<file path="src/rtl/wb_pkg.sv">
// Shared types and age helpers for the writeback arbitration queue bank.
// Entry fields are stored at a fixed maximum width so that one struct type
// serves every parameterisation. Modules zero-extend narrower fields into it.
package wb_pkg;

  localparam int unsigned WB_SEQ_MAX_W  = 16;
  localparam int unsigned WB_ADDR_MAX_W = 16;

  typedef struct packed {
    logic [31:0]              pc;
    logic [WB_SEQ_MAX_W-1:0]  seq_num;
    logic [WB_ADDR_MAX_W-1:0] waddr;
    logic [31:0]              wdata;
    logic                     wen;
    logic                     live;
  } wb_entry_t;

  // Distance of s from the oldest in-flight instruction, modulo 2^bits.
  function automatic logic [WB_SEQ_MAX_W-1:0] age(
    input logic [WB_SEQ_MAX_W-1:0] s,
    input logic [WB_SEQ_MAX_W-1:0] head,
    input int unsigned             bits
  );
    logic [WB_SEQ_MAX_W-1:0] mask;
    mask = (bits >= WB_SEQ_MAX_W) ? '1
         : ((WB_SEQ_MAX_W'(1) << bits) - WB_SEQ_MAX_W'(1));
    return (s - head) & mask;
  endfunction

  // True when s is strictly younger than the squashing instruction sq.
  function automatic logic is_younger(
    input logic [WB_SEQ_MAX_W-1:0] s,
    input logic [WB_SEQ_MAX_W-1:0] sq,
    input logic [WB_SEQ_MAX_W-1:0] head,
    input int unsigned             bits
  );
    return age(s, head, bits) > age(sq, head, bits);
  endfunction

endpackage

</file>
<file path="src/rtl/wb_fifo_slot.sv">
// Per-pipe result FIFO: count-based full/empty, in-place squash of younger
// entries, and automatic drain of a dead head independent of the consumer.
module wb_fifo_slot
  import wb_pkg::*;
#(
  parameter int unsigned p_depth        = 2,
  parameter int unsigned p_seq_num_bits = 5
) (
  input  logic                    clk,
  input  logic                    rst_n,
  input  logic                    i_in_val,
  output logic                    o_in_rdy,
  input  wb_entry_t               i_in_entry,
  input  logic [WB_SEQ_MAX_W-1:0] i_head_seq,
  input  logic                    i_squash_val,
  input  logic [WB_SEQ_MAX_W-1:0] i_squash_seq,
  input  logic                    i_pop,
  output wb_entry_t               o_head,
  output logic                    o_head_live
);

  localparam int unsigned PTR_W = (p_depth > 1) ? $clog2(p_depth) : 1;
  localparam int unsigned CNT_W = $clog2(p_depth + 1);
  localparam logic [PTR_W-1:0] LAST = PTR_W'(p_depth - 1);
  localparam logic [CNT_W-1:0] FULL = CNT_W'(p_depth);

  wb_entry_t        r_mem [p_depth];
  logic [PTR_W-1:0] r_head;
  logic [PTR_W-1:0] r_tail;
  logic [CNT_W-1:0] r_count;
  logic             r_in_rdy;

  logic               w_enq;
  logic               w_deq;
  logic               w_nonempty;
  logic               w_head_live;
  logic [CNT_W-1:0]   w_count_nxt;
  logic [p_depth-1:0] w_young;

  function automatic logic [PTR_W-1:0] ptr_inc(input logic [PTR_W-1:0] p);
    return (p == LAST) ? '0 : p + PTR_W'(1);
  endfunction

  // The entry's live bit already reflects a same-cycle squash, so a dropped
  // input still completes its handshake and occupies a slot as a dead entry.
  assign w_enq       = i_in_val & r_in_rdy;
  assign w_nonempty  = (r_count != '0);
  assign w_head_live = w_nonempty & r_mem[r_head].live;
  assign w_deq       = w_nonempty & (~r_mem[r_head].live | i_pop);
  assign w_count_nxt = r_count + CNT_W'(w_enq) - CNT_W'(w_deq);
  assign o_in_rdy    = r_in_rdy;
  assign o_head_live = w_head_live;

  // Flag every stored entry younger than the squashing instruction.
  always_comb begin
    w_young = '0;
    for (int k = 0; k < int'(p_depth); k++) begin
      w_young[k] = i_squash_val &&
                   is_younger(r_mem[k].seq_num, i_squash_seq, i_head_seq, p_seq_num_bits);
    end
  end

  // Present the head with its live bit qualified by occupancy.
  always_comb begin
    o_head      = r_mem[r_head];
    o_head.live = w_head_live;
  end

  // Pointers, count, registered ready and live bits; payload fields are not reset.
  always_ff @(posedge clk or negedge rst_n) begin
    if (!rst_n) begin
      r_head   <= '0;
      r_tail   <= '0;
      r_count  <= '0;
      r_in_rdy <= 1'b1;
      for (int k = 0; k < int'(p_depth); k++) begin
        r_mem[k].live <= 1'b0;
      end
    end else begin
      for (int k = 0; k < int'(p_depth); k++) begin
        if (w_young[k]) begin
          r_mem[k].live <= 1'b0;
        end
      end
      if (w_enq) begin
        r_mem[r_tail] <= i_in_entry;
        r_tail        <= ptr_inc(r_tail);
      end
      if (w_deq) begin
        r_head <= ptr_inc(r_head);
      end
      r_count  <= w_count_nxt;
      r_in_rdy <= (w_count_nxt != FULL);
    end
  end

endmodule

</file>
<file path="src/rtl/wb_arb_queue_bank.sv">
// Writeback queue bank: one FIFO per execute pipe, oldest-first arbitration
// of live heads onto a single writeback port, with squash purging.
// A shown-but-stalled selection is locked so out_* stays stable until it
// fires or is squashed; newly arriving older results wait behind it.
module wb_arb_queue_bank
  import wb_pkg::*;
#(
  parameter int unsigned p_num_pipes      = 4,
  parameter int unsigned p_depth          = 2,
  parameter int unsigned p_seq_num_bits   = 5,
  parameter int unsigned p_phys_addr_bits = 6
) (
  input  logic                                             clk,
  input  logic                                             rst,
  input  logic [p_num_pipes-1:0]                           in_val,
  output logic [p_num_pipes-1:0]                           in_rdy,
  input  logic [p_num_pipes-1:0][31:0]                     in_pc,
  input  logic [p_num_pipes-1:0][p_seq_num_bits-1:0]       in_seq_num,
  input  logic [p_num_pipes-1:0][p_phys_addr_bits-1:0]     in_waddr,
  input  logic [p_num_pipes-1:0][31:0]                     in_wdata,
  input  logic [p_num_pipes-1:0]                           in_wen,
  output logic                                             out_val,
  input  logic                                             out_rdy,
  output logic [31:0]                                      out_pc,
  output logic [p_seq_num_bits-1:0]                        out_seq_num,
  output logic [p_phys_addr_bits-1:0]                      out_waddr,
  output logic [31:0]                                      out_wdata,
  output logic                                             out_wen,
  input  logic [p_seq_num_bits-1:0]                        head_seq_num,
  input  logic                                             squash_val,
  input  logic [p_seq_num_bits-1:0]                        squash_seq_num
);

  localparam int unsigned P = p_num_pipes;

  logic [WB_SEQ_MAX_W-1:0] w_base_seq;
  logic [WB_SEQ_MAX_W-1:0] w_sq_seq;
  wb_entry_t               w_head [P];
  logic [WB_SEQ_MAX_W-1:0] w_age  [P];
  logic [P-1:0]            w_head_live;
  logic [P-1:0]            w_cand;
  logic [P-1:0]            w_arb_oh;
  logic [P-1:0]            w_lock_oh;
  logic [P-1:0]            w_sel_oh;
  logic [P-1:0]            w_pop;
  logic [P-1:0]            r_lock_oh;
  wb_entry_t               w_out;
  logic                    w_unused_out;

  assign w_base_seq = WB_SEQ_MAX_W'(head_seq_num);
  assign w_sq_seq   = WB_SEQ_MAX_W'(squash_seq_num);

  for (genvar g = 0; g < P; g++) begin : g_pipe
    wb_entry_t w_in_entry;

    // Widen the incoming result and mark it dead if a same-cycle squash covers it.
    always_comb begin
      w_in_entry         = '0;
      w_in_entry.pc      = in_pc[g];
      w_in_entry.seq_num = WB_SEQ_MAX_W'(in_seq_num[g]);
      w_in_entry.waddr   = WB_ADDR_MAX_W'(in_waddr[g]);
      w_in_entry.wdata   = in_wdata[g];
      w_in_entry.wen     = in_wen[g];
      w_in_entry.live    = !(squash_val &&
                             is_younger(w_in_entry.seq_num, w_sq_seq, w_base_seq, p_seq_num_bits));
    end

    wb_fifo_slot #(
      .p_depth       (p_depth),
      .p_seq_num_bits(p_seq_num_bits)
    ) u_slot (
      .clk         (clk),
      .rst_n       (rst),
      .i_in_val    (in_val[g]),
      .o_in_rdy    (in_rdy[g]),
      .i_in_entry  (w_in_entry),
      .i_head_seq  (w_base_seq),
      .i_squash_val(squash_val),
      .i_squash_seq(w_sq_seq),
      .i_pop       (w_pop[g]),
      .o_head      (w_head[g]),
      .o_head_live (w_head_live[g])
    );

    // A head being squashed this cycle is withheld so it cannot fire.
    assign w_cand[g] = w_head_live[g] &&
                       !(squash_val && is_younger(w_head[g].seq_num, w_sq_seq, w_base_seq, p_seq_num_bits));
    assign w_age[g]  = age(w_head[g].seq_num, w_base_seq, p_seq_num_bits);
  end

  // Pairwise age comparison: a candidate wins when no other candidate is older.
  always_comb begin
    w_arb_oh = '0;
    for (int i = 0; i < int'(P); i++) begin
      w_arb_oh[i] = w_cand[i];
      for (int j = 0; j < int'(P); j++) begin
        if ((j != i) && w_cand[j] && (w_age[j] < w_age[i])) begin
          w_arb_oh[i] = 1'b0;
        end
      end
    end
  end

  // A still-valid locked head overrides fresh arbitration to keep out_* stable.
  assign w_lock_oh = r_lock_oh & w_cand;
  assign w_sel_oh  = (|w_lock_oh) ? w_lock_oh : w_arb_oh;
  assign out_val   = |w_cand;
  assign w_pop     = w_sel_oh & {P{out_rdy}};

  // One-hot output mux; all zeros when nothing is selected.
  always_comb begin
    w_out = '0;
    for (int i = 0; i < int'(P); i++) begin
      if (w_sel_oh[i]) begin
        w_out = w_head[i];
      end
    end
  end

  assign out_pc       = w_out.pc;
  assign out_seq_num  = w_out.seq_num[p_seq_num_bits-1:0];
  assign out_waddr    = w_out.waddr[p_phys_addr_bits-1:0];
  assign out_wdata    = w_out.wdata;
  assign out_wen      = w_out.wen;
  assign w_unused_out = ^{w_out.seq_num, w_out.waddr, w_out.live};

  // Remember which head is on display while the consumer stalls.
  always_ff @(posedge clk or negedge rst) begin
    if (!rst) begin
      r_lock_oh <= '0;
    end else begin
      r_lock_oh <= (out_val && !out_rdy) ? w_sel_oh : '0;
    end
  end

endmodule
</file>
<file path="config.mk">
export PLATFORM = sky130hd
export DESIGN_NAME = wb_arb_queue_bank
export DESIGN_NICKNAME = d
export VERILOG_FILES = /design/src/rtl/wb_pkg.sv /design/src/rtl/wb_fifo_slot.sv /design/src/rtl/wb_arb_queue_bank.sv
export SDC_FILE = /design/constraint.sdc
export NUM_CORES = 1
export LEC_CHECK = 0
export ABC_AREA = 1
export CORE_MARGIN = 4
export CORE_UTILIZATION = 30
export CTS_CLUSTER_DIAMETER = 120
export DETAILED_ROUTE_END_ITERATION = 6
export HOLD_SLACK_MARGIN = 0.12
export SLEW_MARGIN = 30
export SYNTH_ARGS = -nofsm -noshare
export SYNTH_HDL_FRONTEND = slang
export SYNTH_SLANG_ARGS = --single-unit
</file>
<file path="constraint.sdc">
create_clock -name clk -period 7.01 [get_ports clk]
set_clock_uncertainty 0.05 [all_clocks]
set_input_delay 1.0515 -clock clk [delete_from_list [all_inputs] [get_ports clk]]
set_output_delay 1.0515 -clock clk [all_outputs]
set_load 0.02 [all_outputs]
</file>
=== Yosys cells after proc, flatten, opt, wreduce, memory -nomap -nowiden ===
Index checks and enable logic that the tools add are counted.

* Output and inout bits: 81
* Bits in registers: 808
* Input bits: 322
* Logic and storage cells: 290

* Reductions and logical operators: 56
* Eq/ne operators: 4
* Muxes and demuxes: 62
* Bitwise logic cells: 30
* Order comparisons: 40
* $add $sub $neg: 33

{| class="wikitable"
|+ Operators by type and width
! cell !! count
|-
| 2-to-1 mux 98 bit || 20
|-
| bitwise mux 196 bit || 4
|-
| 2-to-1 mux 99 bit || 4
|-
| demux 98 bit (select 1 bit) || 4
|-
| subtractor 5 bit || 17
|-
| > comparator 5 bit || 16
|-
| < comparator 5 bit || 12
|-
| logical AND 1 bit || 37
|-
| 2-to-1 mux 1 bit || 28
|-
| >= comparator 2 bit, second input constant || 8
|-
| inverter 1 -> 2 bit || 8
|-
| bitwise AND 1 bit || 12
|-
| zero test 1 bit || 9
|-
| adder 1 bit, second input constant || 8
|-
| adder 2 x 1 -> 2 bit || 4
|-
| bitwise AND 4 bit || 2
|-
| < comparator 2 x 1 -> 1 bit, second input constant || 4
|-
| 2-to-1 mux 4 bit || 2
|-
| != test 2 bit, second input constant || 4
|-
| AND reduction 2 bit || 4
|-
| nonzero test 2 bit || 4
|-
| OR reduction 4 bit || 2
|-
| subtractor 2 x 1 -> 2 bit || 4
|-
| inverter 1 bit || 4
|-
| OR 1 bit || 4
|}

=== Logic depth before layout (Yosys ltp) ===
Gate-level depths: netlist (run 1).

* Depth in word-level cells: 19
* Depth in mapped cells: 34
* Mapped depth without buffers: 32

=== Cells and area by module ===
Synthesis (run 1) repeated with hierarchy kept, for this count alone.

* Cells, all modules: 3852
* Area total of the unflattened synthesis: 39022.4 sq um

{| class="wikitable"
|+ Modules (own cells, without submodules)
! module !! sequential area each (sq um) !! area an instance (sq um) !! instances !! cells each
|-
| wb_fifo_slot (g_pipe[1].u_slot ...) || 6002.0 || 8174.1 || 3 || 670
|-
| wb_fifo_slot (g_pipe[0].u_slot) || 6002.0 || 8166.6 || 1 || 670
|-
| wb_arb_queue_bank || 100.1 || 6333.6 || 1 || 1172
|}

=== Least setup slack after synthesis (run 1) ===
OpenSTA, ideal clock, no wires.

* Path kind: in2reg
* Start point: input rst
* End point: register g_pipe[0].u_slot.r_mem[10] (netlist bit) (enable)
* Stages: 2
* Slack: 0.013 ns
* Setup time: 0.603 ns
* Arrival: 6.343 ns
* Path buffers: 0
* Data required time: 6.357 ns
* Path through: inv_1 -> nor3_1

* Word-level cells in the longest chain between the ends: 1

{| class="wikitable"
|+ Ends and longest elaborated chain
! element !! line !! text
|-
| start, declared || wb_arb_queue_bank.sv:14 || <nowiki>input logic rst,</nowiki>
|-
| AND reduction 2 bit (no line) || n/a ||
|-
| end signal, assigned by index || wb_fifo_slot.sv:86 || <nowiki>r_mem[r_tail] <= i_in_entry;</nowiki>
|-
| end, declared || wb_fifo_slot.sv:27 || <nowiki>wb_entry_t r_mem [p_depth];</nowiki>
|}

No other way between the ends.
A chain may end at the register's enable or synchronous reset.

=== Final worst setup path (run 1) ===
* Start point: input squash_seq_num[0]
* End point: output out_pc[27]

* Word-level cells in the longest chain between the ends: 14
* Elaborated cells between the ends (all ways): 48
* Classes of those cells: add/sub (1); order compare (4); mux (17); bitwise (1); reduce/logical (25)

{| class="wikitable"
|+ Ends and longest elaborated chain
! element !! line !! text
|-
| start, declared || wb_arb_queue_bank.sv:31 || <nowiki>input logic [p_seq_num_bits-1:0] squash_seq_num</nowiki>
|-
| subtractor 5 bit * || wb_pkg.sv:27 || <nowiki>return (s - head) & mask;</nowiki>
|-
| > comparator 5 bit || wb_pkg.sv:37 || <nowiki>return age(s, head, bits) > age(sq, head, bits);</nowiki>
|-
| logical AND 1 bit || wb_arb_queue_bank.sv:87 || <nowiki>!(squash_val && is_younger(w_head[g].seq_num, w_sq_seq, w_base_seq, p_seq_num_bits));</nowiki>
|-
| zero test 1 bit || wb_arb_queue_bank.sv:87 ||
|-
| logical AND 1 bit || wb_arb_queue_bank.sv:86 || <nowiki>assign w_cand[g] = w_head_live[g] &&</nowiki>
|-
| logical AND 1 bit || wb_arb_queue_bank.sv:97 || <nowiki>if ((j != i) && w_cand[j] && (w_age[j] < w_age[i])) begin</nowiki>
|-
| 2-to-1 mux 1 bit (3 in series) || wb_arb_queue_bank.sv:97 ||
|-
| 2-to-1 mux 4 bit * || wb_arb_queue_bank.sv:106 || <nowiki>assign w_sel_oh = (|w_lock_oh) ? w_lock_oh : w_arb_oh;</nowiki>
|-
| 2-to-1 mux 98 bit (3 in series) || wb_arb_queue_bank.sv:114 || <nowiki>if (w_sel_oh[i]) begin</nowiki>
|-
| 2-to-1 mux 98 bit * || wb_arb_queue_bank.sv:114 ||
|-
| end, declared || wb_arb_queue_bank.sv:24 || <nowiki>output logic [31:0] out_pc,</nowiki>
|}

Every way passes the cells marked *; elsewhere a longest branch is shown, timed or not.

==> results of run 1 <==
## sequential cells by signal, summed over array words and instances, names as in the netlist
| name | cells |
|---|---|
| g_pipe.u_slot.o_in_rdy | 4 |
| g_pipe.u_slot.r_count | 8 |
| g_pipe.u_slot.r_head | 4 |
| g_pipe.u_slot.r_mem | 616 |
| g_pipe.u_slot.r_tail | 4 |
| r_lock_oh | 4 |
## metrics by stage
step | hold slack (ns) | setup WS [ns] | std cells | setup TNS, ns
after CTS | 0.3760 | 0.03311 | 4811 | 0
after floorplan | 0.3998 | 0.01329 | 2918 | 0
after detailed placement | 0.4305 | -0.02583 | 4676 | -0.05666
after global routing | 0.4269 | 0.08687 | 4823 | 0
final | 0.4024 | 0.4050 | 4834 | 0
after global placement | 0.4147 | 0.01903 | 4672 | 0
## kinds of logic after synthesis
kind of cell	share of synthesized area, %
and+or+nand+nor	17.54
DFF	60.05
buffers and inverters	4.521
AOI/OAI and AO/OA	5.376
adders and majority gates	7.930
xor gates and xnor gates	2.318
muxes	2.270
## path summary, 6_finish.rpt
path | endpoint | slack (ns) | start | cells past startpoint
hold / removal | g_pipe[3].u_slot.r_count[1] | 0.40 | rst | 2
hold reg to reg | g_pipe[1].u_slot.r_tail | 0.45 | g_pipe[1].u_slot.r_tail | 2
setup reg to reg | g_pipe[2].u_slot.o_in_rdy | 1.75 | g_pipe[3].u_slot.r_head | 30
setup / recovery | out_pc[27] | 0.40 | squash_seq_num[0] | 23
max in group asynchronous | g_pipe[2].u_slot.r_head | 6.11 | rst | 2
min in group clk | g_pipe[1].u_slot.r_tail | 0.45 | g_pipe[1].u_slot.r_tail | 2
## cells in the mapped netlist (all sizes together), types with 6 or more instances
master,instances,area [sq um]
a21o,8,60.06
a21oi,155,798.3
buf,72,470.5
clkbuf,53,198.9
clkinv,19,71.32
dfrtp,28,700.7
edfxtp,608,18260
fa,17,340.3
ha,174,2177
inv,185,694.4
mux2i,72,720.7
nand2,1031,3935
nand3,136,808.3
nand4,7,43.79
nor2,54,224.0
nor3,10,50.05
o211ai,71,533.0
o21ai,34,181.4
o311ai,6,52.55
or2,76,475.5
xnor2,27,236.5
xor2,57,499.2
## final cells by class
cell class / count / area [sq um] / share of cell area (%)
diodes: 18 / 45.04 / 0.1110
flip-flops and latches: 640 / 19080 / 47.02
well taps: 1391 / 1740 / 4.290
inverters: 204 / 774.5 / 1.909
repair buffers: 497 / 5269 / 12.99
clock inverters: 42 / 356.6 / 0.8789
clock buffers: 93 / 1966 / 4.845
multi-input cells: 1949 / 11340 / 27.96
## layer usage
| metal | vias to the layer above | GRT usage [%] | routed length [microns] |
|---|---|---|---|
| li1 | 10890 | - | - |
| met1 | 10620 | 21.15 | 40990 |
| met2 | 591 | 30.03 | 48850 |
| met3 | 144 | 4.555 | 6647 |
| met4 | 30 | 5.573 | 2343 |
| met5 | - | 0 | 191 |
## timing repair
item / 4_1_cts / 5_1_grt
buffers inserted: 0 / 4
gates resized for setup: 3 / 84
gates cloned: 0 / 1
pin swaps: 0 / 0
endpoints found under the setup margin: 7 / 76
==> metrics.sh, run 1 <==
CRITICAL-PATH-SLOWEST-CELL='sky130_fd_sc_hd__clkdlybuf4s50_1'
CORE_AREA_SQ_MM=0.1051
DRT_PRE_ANTENNA_ITERS=5
FINAL_MIN_PERIOD_OVER_CLOCK_PERIOD_PCT=94.22
WORST_SKEW_PAIR.LATE_LATENCY_NS=0.64
FIN_AREA_SQ_MM=0.04057
DIEHEIGHT_MICRONS=333.3
CTS_SINKS=640
LAYOUT_COMMONEST_CELL='sky130_fd_sc_hd__nand2_1'
MAX_CLOCK_FREQ_GHz=0.1514
DIE_AREA_SQ_MM=0.1111
BUFS_ON_LONGEST_CLOCK_PATH=3
TIMING_MAX_TRANSITION_VIOLATIONS_FINAL=0
GRT_FIRST_PASS_WIRELENGTH_MICRONS=143900
GP_CONGESTION=0.8827
STATUS='finished clean'
FILLCELLCOUNT=10200
RSZ0062_AT_GRT='no'
MAX_CAP_VIOLATIONS=0
CRITICAL_PATH.STARTPOINT_TYPE='input pin'
SYNTH-MAIN-FF-CELL='sky130_fd_sc_hd__edfxtp_1'
DETAIL_ROUTE.WL_PER_CELL_MICRONS=20.49
DETAILROUTE.VIA_COUNT=22270
DRTITER0DRC=1374
CRITICAL_PATH.TOP_DELAY_FAMILY='buffers and inverters'
WORST_PATH_LARGEST_CELL_DELAY_NS=0.59
FINAL_NETS=3879
DESIGN.PORTCOUNT=403
FIRST_GLOBAL_VIAS=22590
WORST_SLEW_PIN_SLEW_NS=0.9238
PATH_BUF_INV=6
ROUTED_VIA_DENSITY=4.608
GROWTH_OF_DESIGN_AREA_FROM_SYNTHESIS_TO_FINISH_PCT=27.81
FLOORPLAN.DIE.WIDTH_MICRONS=333.3
PERIOD_MINUS_SLACK_NS=6.605
FINISH.UTILIZATION_PCT=38.60
SYNTH_SEQ_AREA_SHARE_PCT=60.05
HTREE_LEVELS=3
CP.REQUIRED_NS=5.91
FINALSETUPVIOLATIONS=0
GRT.TOTAL_USAGE_PCT=17.36
POST_SYNTH.CELL_AREA_AVG_SQ_UM=10.88
CRIT_TOP_CELL='sky130_fd_sc_hd__nand2_1'
SYNTH_WARNINGS=0
LAYOUT.CELLS.MOST_COMMON_LIST='sky130_fd_sc_hd__nand2_1, sky130_fd_sc_hd__edfxtp_1, sky130_fd_sc_hd__clkdlybuf4s50_1'
CTS_BUFFERS=74
SYNTH.DISTINCT_CELLS=44
INITIAL_ANTENNA_VIOLATION_COUNT=36
PATH_CLASS='input pin to output pin'
POSTPLACECELLAREA_SQ_MM=0.03791
SEQ_CELLS_POST_SYNTH=640
CLK_PIN_SLEW_NS=0.06
MAXIMUM_NUMBER_OF_PINS_ON_ONE_NET_BEFORE_GLOBAL_ROUTE_REPAIR=73
LARGEST_FANOUT_OF_ANY_NET_ON_THE_CRITICAL_PATH=34
SYNTHCELLS=2918
GRT_OVERFLOW=0
HOLD_VIOL_FINAL=0
SYNTH_NETS=3431
START_UTIL_PCT=30.20
CTS_TREE='done'
WORST_MIN_PATH_CLASS='input pin to async pin'
NETLIST_AREA_SQ_MM=0.03175
ROOT_BUFFER='sky130_fd_sc_hd__clkbuf_16'
SYNTH_EDF_COUNT=608
PLACE.DETAILED.HPWL_MICRONS=70280
CRITPATHCAPTURETYPE='output pin'
CRIT_ARRIVAL_NS=5.50
ROW_CNT=119
DRIVE_ABOVE_1_SHARE_PCT=10.22
WL_MICRONS=99030
BUFFER_PORTS.INSERTED=402
ANTENNA_LEFT=0
CTS_HOLD_REPAIR.BUFFERS=0
ASYNC_RESET_FF_SHARE_PCT=5.000
SLEW-LIMIT-HEADROOM_PCT=38.41
DETAIL_ROUTE.DRC_VIOLATIONS=0
CRITICAL_PATH.CELL_CHAIN='clkdlybuf4s50_1 > inv_1 > ha_1 > fa_1 > o21ai_0 > xor2_1 > buf_6 > ha_1 > nand2_1 > nor2_1 > nand2_1 > nand3_1 > nand2_1 > nand3_2 > nand2_4 > nor2_8 > nand2_2 > nand2_8 > inv_4 > buf_12 > o211ai_1 > nand2_1 > dlymetal6s2s_1'
Power of run 1 is not shown: default switching activity piles up to over one toggle a cycle in this logic, so the estimate is an artifact.
==> run 2: changes to the inputs <==
- GPL_TIMING_DRIVEN: default -> 0
==> run 2 against run 1 <==
Compared with the run above: global-route usage up 1.3 points; design area grew 1.9%; hold slack lost 0.075 ns; worst setup slack lost 0.19 ns; critical endpoint is now out_seq_num[2]; sequential cell count unchanged.
==> metrics.sh, run 2 (synthesis gave the netlist of run 1 again) <==
WL_MICRONS=106700
FINAL_MIN_PERIOD_OVER_CLOCK_PERIOD_PCT=96.92
LAYOUT_COMMONEST_CELL='sky130_fd_sc_hd__nand2_1'
DETAIL_ROUTE.DRC_VIOLATIONS=0
CP.REQUIRED_NS=5.91
GRT_FIRST_PASS_WIRELENGTH_MICRONS=151400
GRT.BUSIEST_LAYER='met2'
WORST_SLEW_PIN_SLEW_NS=0.9143
CP-STARTPOINT='g_pipe[2].u_slot.r_head'
PERIOD_MINUS_SLACK_NS=6.794
REG.LARGEST.LIST='g_pipe.u_slot.r_mem: 616 flops, g_pipe.u_slot.r_count: 8 flops'
WORST_SKEW_PAIR.LATE_LATENCY_NS=0.63
SLEW-LIMIT-HEADROOM_PCT=39.04
ROW_CNT=119
GRT.TOTAL_USAGE_PCT=18.68
DETAIL_ROUTE.WL_PER_CELL_MICRONS=21.71
CRITPATHCAPTURETYPE='output pin'
CLK_PIN_SLEW_NS=0.06
GRT_UTIL_MET1_PCT=23.19
DRTITER0DRC=1588
LAYOUT.CELLS.MOST_COMMON_LIST='sky130_fd_sc_hd__nand2_1, sky130_fd_sc_hd__edfxtp_1, sky130_fd_sc_hd__clkdlybuf4s50_1'
STATUS='finished clean'
BUFFER_PORTS.INSERTED=400
TIMING_MAX_TRANSITION_VIOLATIONS_FINAL=0
BUFS_ON_LONGEST_CLOCK_PATH=3
GRT_OVERFLOW=0
WORST_FLOP_TO_FLOP_PATH_STARTPOINT='g_pipe[2].u_slot.r_head'
FF_LATCH_AREA_SQ_MM=0.01906
FIRST_GLOBAL_VIAS=22850
PLACE.DETAILED.HPWL_MICRONS=80800
START_UTIL_PCT=30.20
LARGEST_FANOUT_OF_ANY_NET_ON_THE_CRITICAL_PATH=10
ROUTED_VIA_DENSITY=4.678
DESIGN.PORTCOUNT=403
FINALSETUPVIOLATIONS=0
GLOBALROUTEMET2UTIL_PCT=32.53
ROOT_BUFFER='sky130_fd_sc_hd__clkbuf_16'
MAXIMUM_NUMBER_OF_PINS_ON_ONE_NET_BEFORE_GLOBAL_ROUTE_REPAIR=34
CTS_BUFFERS=73
FLIP_FLOP_COUNT_OF_THE_LARGEST_REGISTER_AFTER_LAYOUT=616
DETAILROUTE.VIA_COUNT=23000
INITIAL_ANTENNA_VIOLATION_COUNT=37
FINAL_NETS=3962
HOLD_VIOL_FINAL=0
CTS_SINKS=640
DRIVE_ABOVE_1_SHARE_PCT=11.73
GROUTE.LAYER.MET3.USAGE_PCT=4.660
MAX_CLOCK_FREQ_GHz=0.1472
DIEHEIGHT_MICRONS=333.3
WORST_HOLD_SLACK_NS=0.3270
CTS_TREE='done'
CORE_AREA_SQ_MM=0.1051
GROWTH_OF_DESIGN_AREA_FROM_SYNTHESIS_TO_FINISH_PCT=30.21
MULTIINPUTGATEAREA_SQ_MM=0.01147
GP_CONGESTION=0.8346
CRITICAL_PATH.STARTPOINT_TYPE='register'
FILLCELLCOUNT=10300
DRT_PRE_ANTENNA_ITERS=5
ANTENNA_LEFT=0
CRIT_ARRIVAL_NS=5.69
DIE_AREA_SQ_MM=0.1111
WORST_MIN_PATH_CLASS='input pin to async pin'
HTREE_LEVELS=3
WORST-R2R-CELL-COUNT=31
FLOORPLAN.DIE.WIDTH_MICRONS=333.3
MAX_CAP_VIOLATIONS=0
PATH_CLASS='register to output pin'
LARGEST_REGISTER='g_pipe.u_slot.r_mem'
[run 2: changes by cell type in the layout (fill, tap and decap cells not counted), moves of 8 or more]
| cell | previous run | this run |
|---|---|---|
| sky130_fd_sc_hd__buf_12 | 22 | 8 |
| sky130_fd_sc_hd__buf_16 | 2 | 27 |
| sky130_fd_sc_hd__buf_2 | 1 | 18 |
| sky130_fd_sc_hd__buf_4 | 66 | 41 |
| sky130_fd_sc_hd__buf_6 | 4 | 16 |
| sky130_fd_sc_hd__buf_8 | 0 | 8 |
| sky130_fd_sc_hd__clkbuf_1 | 17 | 58 |
| sky130_fd_sc_hd__clkbuf_4 | 0 | 10 |
| sky130_fd_sc_hd__clkdlybuf4s15_2 | 0 | 11 |
| sky130_fd_sc_hd__dlygate4sd2_1 | 1 | 29 |
| sky130_fd_sc_hd__dlymetal6s2s_1 | 76 | 34 |
[run 2: cell type report]
class                           count  area share [%]
Multi-Input combinational cell   1949           27.75
Tap cell                         1391           4.210
Timing Repair Buffer              458           12.34
Inverter                          204           1.916
Sequential cell                   640           46.12
Clock inverter                     42          0.8354
Antenna cell                       21          0.1271
Clock buffer                       88           4.607
Buffer                            123           2.098
[run 2: through the flow]
stage	TNS [ns]	std cells	cell area (sq um)	util [%]	worst slack (ns)
after floorplan	0	2918	31750	-	0.01329
after global placement	-2852.25	4709	37490	35.66	-7.875
after detailed placement	-68.96	4757	38570	36.69	-1.228
after CTS	-1.621	4889	41020	39.02	-0.1585
after global routing	-0.3688	4900	41300	39.29	-0.04870
final	0	4916	41340	39.32	0.2159
[run 2: metal layers]
layer	wire, microns	vias up
li1	-	11070
met1	43510	11100
met2	52700	656
met3	8045	137
met4	2283	26
met5	165	-
[run 2: timing repair]
item	4_1_cts	5_1_grt
hold buffers	0	0
setup endpoints to repair	76	76
buffers inserted	4	6
gates resized for setup	125	79
[run 2: final timing paths]
path	end	slack, ns
max in group asynchronous	g_pipe[0].u_slot.o_in_rdy	6.03
min	g_pipe[1].u_slot.r_count[0]	0.33
max reg2reg	g_pipe[2].u_slot.o_in_rdy	1.68
min reg2reg	g_pipe[1].u_slot.r_tail	0.44
min in group clk	g_pipe[1].u_slot.r_tail	0.44
max	out_seq_num[2]	0.22
[run 2: worst max-delay path, stage by stage, from the launching register on]
cell and delay, ns:
sky130_fd_sc_hd__dfrtp_1 0.38, sky130_fd_sc_hd__buf_8 0.17, sky130_fd_sc_hd__buf_12 0.19, sky130_fd_sc_hd__o21ai_0 0.46, sky130_fd_sc_hd__inv_1 0.10, sky130_fd_sc_hd__ha_1 0.37
sky130_fd_sc_hd__a21o_1 0.15, sky130_fd_sc_hd__a21oi_2 0.07, sky130_fd_sc_hd__xnor2_2 0.36, sky130_fd_sc_hd__inv_1 0.09, sky130_fd_sc_hd__ha_1 0.30, sky130_fd_sc_hd__nand2_1 0.07
sky130_fd_sc_hd__nor2_1 0.15, sky130_fd_sc_hd__a21oi_1 0.09, sky130_fd_sc_hd__nand2_2 0.18, sky130_fd_sc_hd__nand3_4 0.15, sky130_fd_sc_hd__nand2_4 0.14, sky130_fd_sc_hd__nor2_8 0.06
sky130_fd_sc_hd__nand2_4 0.09, sky130_fd_sc_hd__nand2_8 0.12, sky130_fd_sc_hd__inv_4 0.13, sky130_fd_sc_hd__buf_8 0.20, sky130_fd_sc_hd__buf_8 0.19, sky130_fd_sc_hd__nand3_2 0.10
sky130_fd_sc_hd__nand2_1 0.08, sky130_fd_sc_hd__nand2_1 0.05, sky130_fd_sc_hd__nand2_1 0.17, sky130_fd_sc_hd__dlygate4sd2_1 0.36
Power of run 2 is left out for the same reason.
==> run 3: changes to the inputs <==
- SYNTH_HIERARCHICAL: default -> 1
==> run 3 against run 2 <==
Compared with the run above: the run now ends with design-rule violations left; largest cell class unchanged; global-route usage shrank 0.24 points; final cell count grew 11%; maximum frequency grew 0.23%; non-clock buffer count grew 13; clock-buffer cell count grew 8; register-to-register slack lost 0.59 ns; critical endpoint is now out_seq_num[0].
==> metrics.sh, run 3 <==
CRIT_ARRIVAL_NS=5.68
VIOLATIONS='design-rule violations'
SYNTHCELLS=3424
ROUTED_VIA_DENSITY=4.598
LARGEST_FANOUT_OF_ANY_NET_ON_THE_CRITICAL_PATH=10
DETAIL_ROUTE.DRC_VIOLATIONS=2
FINAL_MIN_PERIOD_OVER_CLOCK_PERIOD_PCT=96.70
WORST_MIN_PATH_CLASS='input pin to async pin'
DETAIL_ROUTE.WL_PER_CELL_MICRONS=19.92
LAYOUT_COMMONEST_CELL='sky130_fd_sc_hd__nand2_1'
FLIP_FLOP_COUNT_OF_THE_LARGEST_REGISTER_AFTER_LAYOUT=616
DETAILROUTE.VIA_COUNT=25060
CRITPATHCAPTURETYPE='output pin'
ROOT_BUFFER='sky130_fd_sc_hd__clkbuf_16'
MULTIINPUTGATEAREA_SQ_MM=0.01266
START_UTIL_PCT=30.26
GRT_OVERFLOW=0
GRT.TOTAL_USAGE_PCT=18.44
PLACE_WS_NS=-1.606
WORST_SKEW_PAIR.LATE_LATENCY_NS=0.62
BUFFER_PORTS.INSERTED=402
PLACE.DETAILED.HPWL_MICRONS=82180
CRITICAL_PATH.STARTPOINT_TYPE='register'
LARGEST_REGISTER='g_pipe.u_slot/r_mem'
MAX_CLOCK_FREQ_GHz=0.1475
CLK_PIN_SLEW_NS=0.06
GROWTH_OF_DESIGN_AREA_FROM_SYNTHESIS_TO_FINISH_PCT=29.43
CRITICAL-PATH-SLOWEST-CELL='sky130_fd_sc_hd__fa_1'
SYNTH_WARNINGS=6
ROW_CNT=121
SLEW-LIMIT-HEADROOM_PCT=42.42
BUFS_ON_LONGEST_CLOCK_PATH=3
FIRST_GLOBAL_VIAS=24790
STATUS='complete, but fails checks'
DRIVE_ABOVE_1_SHARE_PCT=9.738
POSTPLACECELLAREA_SQ_MM=0.03976
FINAL_NETS=4484
GP_CONGESTION=0.8627
HTREE_LEVELS=3
CTS_SINKS=640
REG.LARGEST.LIST='g_pipe.u_slot/r_mem: 616 flops, g_pipe.u_slot/r_count: 8 flops'
FINALSETUPVIOLATIONS=0
MAXIMUM_NUMBER_OF_PINS_ON_ONE_NET_BEFORE_GLOBAL_ROUTE_REPAIR=26
FINAL_SETUP_MARGIN_NS=0.2314
POST_SYNTH.CELL_AREA_AVG_SQ_UM=9.634
DIE_AREA_SQ_MM=0.1153
WORST_SLEW_PIN_SLEW_NS=0.8637
LAYOUT.CELLS.MOST_COMMON_LIST='sky130_fd_sc_hd__nand2_1, sky130_fd_sc_hd__edfxtp_1, sky130_fd_sc_hd__clkdlybuf4s50_1'
CRIT_TOP_CELL='sky130_fd_sc_hd__nand2_1'
MAX_CAP_VIOLATIONS=0
DRT_PRE_ANTENNA_ITERS=7
WORST_PATH_LARGEST_CELL_DELAY_NS=0.41
INITIAL_ANTENNA_VIOLATION_COUNT=42
DIEHEIGHT_MICRONS=339.6
FIN_AREA_SQ_MM=0.04269
CP.REQUIRED_NS=5.91
DRTITER0DRC=1718
SYNTH_NETS=3953
FINAL.SETUP.TNS_NS=0
CORE_AREA_SQ_MM=0.1090
CTS_BUFFERS=74
FLOORPLAN.DIE.WIDTH_MICRONS=339.6
DESIGN.PORTCOUNT=403
TIMING_MAX_TRANSITION_VIOLATIONS_FINAL=0
ANTENNA_LEFT=0
CTS_TREE='done'
FF_LATCH_AREA_SQ_MM=0.01906
FILLCELLCOUNT=10680
GRT_FIRST_PASS_WIRELENGTH_MICRONS=157800
NETLIST_AREA_SQ_MM=0.03299
PATH_CLASS='register to output pin'
WL_MICRONS=108600
HOLD_VIOL_FINAL=0
FINISH.UTILIZATION_PCT=39.17
PERIOD_MINUS_SLACK_NS=6.779
CTS_HOLD_REPAIR.BUFFERS=0
==> run 3: timing repair <==
action / in CTS / in global routing
setup buffers: 14 / 5
resized for setup: 113 / 85
setup endpoints to repair: 79 / 76
pin swaps: 1 / 4
==> run 3: final timing paths <==
check	from	slack, ns	end	cells past startpoint
setup reg to reg	g_pipe[2].u_slot/r_head	1.09	g_pipe[1].u_slot/o_in_rdy	32
hold / removal	rst	0.31	g_pipe[1].u_slot/r_count[0]	1
hold reg to reg	g_pipe[0].u_slot/r_tail	0.48	g_pipe[0].u_slot/r_tail	2
setup / recovery	g_pipe[2].u_slot/r_head	0.23	out_seq_num[0]	29
min in group clk	g_pipe[0].u_slot/r_tail	0.48	g_pipe[0].u_slot/r_tail	2
max in group asynchronous	rst	6.06	g_pipe[3].u_slot/o_in_rdy	2
==> run 3: layer usage <==
metal | vias up | wire length (microns) | GRT usage (%)
met5 | - | 226 | 0
met4 | 32 | 2389 | 5.102
met3 | 138 | 7337 | 4.483
met2 | 707 | 53210 | 31.93
met1 | 11780 | 45400 | 22.94
li1 | 12400 | - | -
==> run 3: through the flow <==
step                instances  hold slack [ns]
floorplan                3424           0.4438
finish                   5450           0.3065
global route             5436           0.2821
detailed placement       5275           0.4641
CTS                      5425           0.2722
global placement         5240           0.4610
==> run 3: worst max-delay path: cells and delay by family (launching register included) <==
kind            cells  cell delay [ns]
simple gates       12             1.25
xor+xnor            1             0.26
buf+inv             8             1.51
flops               1             0.36
compound gates      5             0.83
fa+ha+maj           3             0.83
==> run 3: final cells by class <==
class                   instances  share of cell area (%)
multi-input cells            2444                   29.65
clock inverters                40                  0.8763
plain buffers                 138                   2.005
clock buffers                  96                   4.680
well taps                    1414                   4.144
repair buffers                456                   12.05
diodes                         21                  0.1231
flip-flops and latches        640                   44.65
inverters                     201                   1.829
Power of run 3 is left out for the same reason.
